File: config.mk
export PLATFORM = sky130hd
export DESIGN_NAME = bf_stdout_uart
export DESIGN_NICKNAME = d
export VERILOG_FILES = /design/src/rtl/bf_stdout_uart.sv
export SDC_FILE = /design/constraint.sdc
export NUM_CORES = 1
export LEC_CHECK = 0
export ABC_CLOCK_PERIOD_IN_PS = 3050
export BUFFER_PORTS_ARGS = -buffer_cell sky130_fd_sc_hd__buf_4
export CAP_MARGIN = 15
export CORE_MARGIN = 8
export CORE_UTILIZATION = 40
export CTS_CLUSTER_SIZE = 8
export DETAILED_ROUTE_END_ITERATION = 6
export PLACE_DENSITY_LB_ADDON = 0.3
export SETUP_SLACK_MARGIN = 0.15
export SYNTH_ARGS = -nofsm -noshare
export SYNTH_HDL_FRONTEND = slang
export SYNTH_SLANG_ARGS = --single-unit
File: constraint.sdc
create_clock -name clk -period 3.05 [get_ports clk]
set_clock_uncertainty 0.15 [all_clocks]
set_input_delay 0.4575 -clock clk [delete_from_list [all_inputs] [get_ports clk]]
set_output_delay 0.4575 -clock clk [all_outputs]
set_load 0.02 [all_outputs]
File: src/rtl/bf_stdout_uart.sv
// bf_stdout_uart: byte FIFO fed by the brainfuck CPU's stdout strobe,
// drained by an 8N1 serial transmitter with registered line output.
module bf_stdout_uart #(
  parameter int unsigned UART_TX_BAUD = 1,
  parameter int unsigned FIFO_DEPTH   = 16
) (
  input  logic       clk,
  input  logic       rst_n,
  input  logic [7:0] stdout,
  input  logic       stdout_en,
  output logic       full,
  output logic       busy,
  output logic       overflow,
  output logic       uart_tx_pin
);

  localparam int unsigned AW = $clog2(FIFO_DEPTH);
  localparam logic [AW:0] DEPTH_CNT   = (AW+1)'(FIFO_DEPTH);
  localparam logic [15:0] BAUD_RELOAD = 16'(UART_TX_BAUD - 1);

  typedef enum logic [1:0] {IDLE, START, DATA, STOP} state_t;

  logic [7:0]    mem [FIFO_DEPTH];
  logic [AW-1:0] wptr;
  logic [AW-1:0] rptr;
  logic [AW:0]   count;

  state_t        state;
  logic [7:0]    shift;
  logic [2:0]    bit_idx;
  logic [15:0]   baud_cnt;

  logic          wr;
  logic          pop;

  // full comes from the registered count, so a write coinciding with a pop
  // while full is still dropped.
  assign full = (count == DEPTH_CNT);
  assign wr   = stdout_en && !full;
  assign busy = (state != IDLE) || (count != '0);

  // Pop request: on leaving IDLE, or on the last cycle of a stop bit.
  always_comb begin
    pop = 1'b0;
    case (state)
      IDLE:    pop = (count != '0);
      STOP:    pop = (baud_cnt == '0) && (count != '0);
      default: pop = 1'b0;
    endcase
  end

  // FIFO storage; contents need no reset since count gates every read.
  always_ff @(posedge clk) begin
    if (wr) mem[wptr] <= stdout;
  end

  // FIFO pointers, occupancy and sticky overflow flag.
  always_ff @(posedge clk or negedge rst_n) begin
    if (!rst_n) begin
      wptr     <= '0;
      rptr     <= '0;
      count    <= '0;
      overflow <= 1'b0;
    end else begin
      if (wr)  wptr <= wptr + 1'b1;
      if (pop) rptr <= rptr + 1'b1;
      case ({wr, pop})
        2'b10:   count <= count + 1'b1;
        2'b01:   count <= count - 1'b1;
        default: count <= count;
      endcase
      if (stdout_en && full) overflow <= 1'b1;
    end
  end

  // Transmit FSM: start, 8 data bits LSB first, stop; back-to-back frames
  // reload straight from the last stop cycle.
  always_ff @(posedge clk or negedge rst_n) begin
    if (!rst_n) begin
      state       <= IDLE;
      uart_tx_pin <= 1'b1;
      shift       <= '0;
      bit_idx     <= '0;
      baud_cnt    <= '0;
    end else begin
      case (state)
        IDLE: begin
          uart_tx_pin <= 1'b1;
          if (pop) begin
            shift       <= mem[rptr];
            uart_tx_pin <= 1'b0;
            baud_cnt    <= BAUD_RELOAD;
            state       <= START;
          end
        end
        START: begin
          if (baud_cnt == '0) begin
            bit_idx     <= '0;
            uart_tx_pin <= shift[0];
            baud_cnt    <= BAUD_RELOAD;
            state       <= DATA;
          end else begin
            baud_cnt <= baud_cnt - 16'd1;
          end
        end
        DATA: begin
          if (baud_cnt == '0) begin
            baud_cnt <= BAUD_RELOAD;
            shift    <= shift >> 1;
            if (bit_idx == 3'd7) begin
              uart_tx_pin <= 1'b1;
              state       <= STOP;
            end else begin
              bit_idx     <= bit_idx + 3'd1;
              uart_tx_pin <= shift[1];
            end
          end else begin
            baud_cnt <= baud_cnt - 16'd1;
          end
        end
        STOP: begin
          if (baud_cnt == '0) begin
            if (pop) begin
              shift       <= mem[rptr];
              uart_tx_pin <= 1'b0;
              baud_cnt    <= BAUD_RELOAD;
              state       <= START;
            end else begin
              state <= IDLE;
            end
          end else begin
            baud_cnt <= baud_cnt - 16'd1;
          end
        end
        default: begin
          state       <= IDLE;
          uart_tx_pin <= 1'b1;
        end
      endcase
    end
  end

endmodule

Word level (Yosys, flattened, before mapping)

Memories as Yosys holds them, arrays and structs flattened.
Cells that the tools add are included.

Logic and storage cells: 77
Bits in registers: 44
Memories kept: 1
RAM bits: 128
Input port bits: 11
Output and inout port bits: 4

$add $sub $neg: 6
Equality and inequality tests: 14
Reductions and logical operators: 17
Mux-type cells: 30

Memories:

| name | depth | width | read ports | clocked after memory_dff | write ports | line | text |
|---|---|---|---|---|---|---|---|
| mem  | 16    | 8     | 1          | 0                        | 1           | 23   | `logic [7:0] mem [FIFO_DEPTH];` |

Operator list:

| cell                    | count |
|---|---|
| $mux W16                | 3 |
| $pmux W16 S3            | 1 |
| $mux W8                 | 3 |
| $pmux W8 S3             | 1 |
| $logic_not A16 Y1       | 1 |
| $sub A16 B1 Y16 const B | 1 |
| $ne A2 B2 Y1 const B    | 7 |
| $mux W2                 | 5 |
| $pmux W5 S2             | 1 |
| $mux W1                 | 9 |
| $mux W3                 | 3 |
| $add A4 B1 Y4 const B   | 2 |
| $pmux W2 S4             | 1 |
| $reduce_and A4 Y1       | 2 |
| $eq A2 B2 Y1 const B    | 3 |
| $pmux W3 S2             | 1 |
| $reduce_bool A2 Y1      | 3 |
| $add A5 B1 Y5 const B   | 1 |
| $eq A5 B5 Y1 const B    | 1 |
| $reduce_and A5 Y1       | 1 |
| $reduce_bool A5 Y1      | 1 |
| $sub A5 B1 Y5 const B   | 1 |
| $eq A2 B1 Y1 const B    | 2 |
| $pmux W1 S4             | 1 |
| 10 further kinds        | 12 |

Depth between registers and ports, before layout

Depth in word-level cells: 6
Mapped depth: 15
Depth with buffers taken out: 13

Least setup slack after synthesis

Ideal clock, no wire load.

Path kind: register -> register
Start point: register baud_cnt[7]
End point: register count[4]
Data required time: 2820 ps
Slack: -264 ps
Arrival time: 3084 ps
Buffers on the path: 1
Setup time: 80 ps
Cell stages (with the launch flop): 13
Clock period less this slack: 3314 ps
Cells stage by stage: dfrtp_1 > or3_1 > or4_4 > a211oi_4 > ha_1 > clkbuf_1 > xor2_1 > ha_1 > o21a_1 > o21ai_0 > nand3b_1 > a21oi_1 > xnor2_1

Longest elaborated chain between the ends: 5
Elaborated cells on any way between the ends: 7
Those cells by class: 2 x eq/ne; 2 x mux; 3 x reduce/logical

Ends and longest elaborated chain:

| what                                              | line | text |
|---|---|---|
| from (decl)                                       | 31   | `logic [15:0] baud_cnt;` |
| from (signal assigned)                            | 103  | `baud_cnt <= baud_cnt - 16'd1;` |
| from (signal assigned)                            | 118  | `baud_cnt <= baud_cnt - 16'd1;` |
| from (signal assigned)                            | 132  | `baud_cnt <= baud_cnt - 16'd1;` |
| $logic_not A16 Y1 *                               | 47   | `STOP: pop = (baud_cnt == '0) && (count != '0);` |
| $logic_and A1 B1 Y1 *                             | 47   |  |
| $pmux W1 S2 *                                     | 45   | `case (state)` |
| named net pop                                     | 34   | `logic pop;` |
| $eq A2 B1 Y1 or $eq A2 B2 Y1 (tied branches)      | 67   | `case ({wr, pop})` |
| $pmux W5 S2 or $reduce_bool A2 Y1 (tied branches) | --   |  |
| to (signal assigned)                              | 68   | `2'b10: count <= count + 1'b1;` |
| to (signal assigned)                              | 69   | `2'b01: count <= count - 1'b1;` |
| to (signal assigned)                              | 70   | `default: count <= count;` |
| to (decl)                                         | 26   | `logic [AW:0] count;` |

The timed path passes the listed nets; every way through them passes the cells marked *.
A chain may end at the register's enable or synchronous reset.

Worst setup path after layout

Start point: register baud_cnt[9]
End point: register count[4]

The elaborated chain is that of the path after synthesis.

==> run metrics <==
status completed; Clock Pin Slew Worst Setup and Hold Paths ~0.070 ns; CP max-delay cell or4_4; worst reg2reg path endpoint count[4]; largest family of logic cells by synthesized area multiplexers; worst r2r src baud_cnt[9]; most frequent cells in the layout edfxtp_1, buf_4, nand2_1; Max Fclk 343 MHz; largest net degree at the start of global routing 45; Post-synth EDFFs 128; critical path data arrival time 3.12 ns; Logic pwr share 0.350; post-DP HPWL between 10 and 15 mm; Num CTS Buffers 17; Leak 3.31 nW; Syn Std Cell Area approximately 7600 µm²; worst slack, placed around 0.087 ns; post-synthesis xor/xnor area fraction 0.0150; Layout fillers 1,582; Yosys reg bits 172; Max FO, Critical Path 3; non-filler cells, final 812; simple-gate area share of the yosys netlist 0.0819; critical path depth in cells 11; die area 23,600 µm²; VDD IR max between 0.0004 and 0.0005 V; CTS H-tree lvls 4; Critical Path Source Type register; Synth Flop Type edfxtp_1; site row count 50; Initial Util 0.406; post-synthesis cell count 520; drt first-iter violations 413; Via density roughly 5.5; first-pass GRT wire length around 25 mm; Seq/Total Area, Yosys 0.653; vias in the first global route 4,621; Max-cap violations 0; ANT nets after route 0; I/O pin count 15; routability cong. 0.820; Power Density a little over 900 nW/µm²; Synth Net Count roughly 550; Synth cell types 52; TritonRoute pass-1 iters 5; clock group share of total power 0.252; critical path cell sequence or3_4, or4_4, a211oi_4, ha_4, xor2_2, ha_2, o21a_1, o21ai_1, nand3b_1, a21oi_2, xnor2_1; mean area per synthesized cell 14.6 µm²; placed instance area 8150 µm²; RSZ-0062 raised after global routing yes; switching share of power 0.346; total wire length 15.5 mm; IO Port Bufs 14; antenna cells 0; Switch Pwr 0.00286 W; hold crit path type primary input to register; Design Area, Final between 8000 and 9000 µm²; Reg2Reg Depth 11; gr usage total 0.138; WS Path Type register to register; Adder-Cell Fraction of Synth Area 0.0297; fin nets 594; die width 154 µm; Worst Tran Pin Value 0.779 ns; crit path to count[4]; WP buf/inv 0; Setup crit end kind register; hold slack just over 0.08 ns; post-route DRC violation count 0; Root Driver clkbuf_16; Max Slew Vio Count 0; area delta synth->final 16.4%; Async SR Flop Fraction 0.256; # clock sinks 172; Req. time, crit path 3.26 ns; fin worst setup slack 0.131 ns; layout cell share with drive strength beyond 1 0.240; global route total overflow 0; post-synthesis mux area share 0.127; Flop pwr share 0.399; Power Total 0.00825 W; clk_lat worst skew ~0.43 ns; family with the most delay on the worst path simple AND/OR/NAND/NOR gates; cell-internal power 0.00539 W; Worst path max stage delay roughly 0.46 ns; detailed-route via count around 4,500; fin crit period just under 3 ns; setup violators final 0; WL per Instance roughly 19 µm; Core Area 18,600 µm²; R2R Setup Slk between 0.1 and 0.15 ns; synthesis warning total 0; TritonCTS clock tree yes; Final Cycle Share 0.957; Slew headroom 0.476; crit path launch baud_cnt[9]; Die H 154 µm; CTS Buffer Depth 2; leading cell type in the layout, fill and taps excluded edfxtp_1; post-synthesis compound-gate area fraction 0.0717; dpl cells a little under 800; final hold vios 0; initial antenna violation count 0
-- metal layers --
metal | global-route usage | vias to the layer above | part of all wire
met4 | 0.0579 | 0 | 0.018
li1 | - | 2084 | -
met1 | 0.176 | 2287 | 0.45
met2 | 0.227 | 87 | 0.50
met3 | 0.0263 | 17 | 0.027
met5 | 0 | - | 0
-- timing repair --
action	CTS	global route
setup buffers	0	3
hold buffers	1	0
hold endpoints to repair	43	0
pin swaps	0	6
setup endpoints to repair	1	3
resized for setup	0	10
-- state kept, by name, summed over array words and instances, names as in the netlist, 2 cells and up --
register  cells
count         5
bit_idx       3
shift         8
mem         128
state         2
baud_cnt     16
rptr          4
wptr          4
-- synthesized netlist by cell type, types with 3 or more instances --
master    number  area share
edfxtp_1     128        0.51
dfrtp_1       43        0.14
nand2_1       42       0.021
nor2_1        26       0.013
mux2i_1       25       0.033
mux4_2        22       0.065
a21oi_1       19       0.013
mux2_2        19       0.028
a31oi_1       18       0.015
ha_1          18       0.030
clkbuf_1      17      0.0084
inv_1         16      0.0079
o21ai_0       15      0.0099
nand3_1       12      0.0079
nor3_1         8      0.0053
nand4_1        7      0.0058
xnor2_1        7      0.0081
a22oi_1        6      0.0059
nand2b_1       6      0.0050
xor2_1         6      0.0069
buf_2          5      0.0033
or3_1          5      0.0041
nor4_1         4      0.0033
a22o_1         3      0.0035
and3_1         3      0.0025
nor2b_1        3      0.0025
o211ai_1       3      0.0030
or4_1          3      0.0030
-- cell type report --
cell class	count	area [µm²]	area share
sequential	172	4950	0.561
multi-input combinational	307	2540	0.288
clock buffer	17	425	0.0482
timing repair buffer	51	402	0.0456
tap	234	293	0.0332
clock inverter	15	153	0.0173
inverter	16	60.1	0.00681
-- worst min path at each step --
stage	from	to	slack, ns	cells after the start
floorplan	rst_n	baud_cnt[0]	0.01	0
global placement	overflow	overflow	0.29	1
detailed placement	overflow	overflow	0.30	1
CTS	stdout_en	overflow	0.07	2
global route	stdout_en	overflow	0.08	2
finish	stdout_en	overflow	0.08	2
-- power by group through the flow --
stage	registers [W]	clock network, W	logic [W]
floorplan	0.00309	0	0.00224
global placement	0.00331	0	0.00274
detailed placement	0.00334	0	0.00281
CTS	0.00329	0.00212	0.00283
global route	0.00335	0.00222	0.00317
finish	0.00329	0.00208	0.00288
-- logic make-up after synthesis --
group	Yosys count
flops	172
simple gates	127
compound gates	83
mux	66
buf+inv	41
fa+ha+maj	18
xor+xnor	13
-- metrics by stage --
stage	setup TNS (ns)	utilization
2_1_floorplan	-0.0972	-
3_3_place_gp	0	0.436
3_5_place_dp	0	0.437
4_1_cts	0	0.469
5_1_grt	-0.00774	0.473
6_report	0	0.473
(Power assumes the default switching activity.)
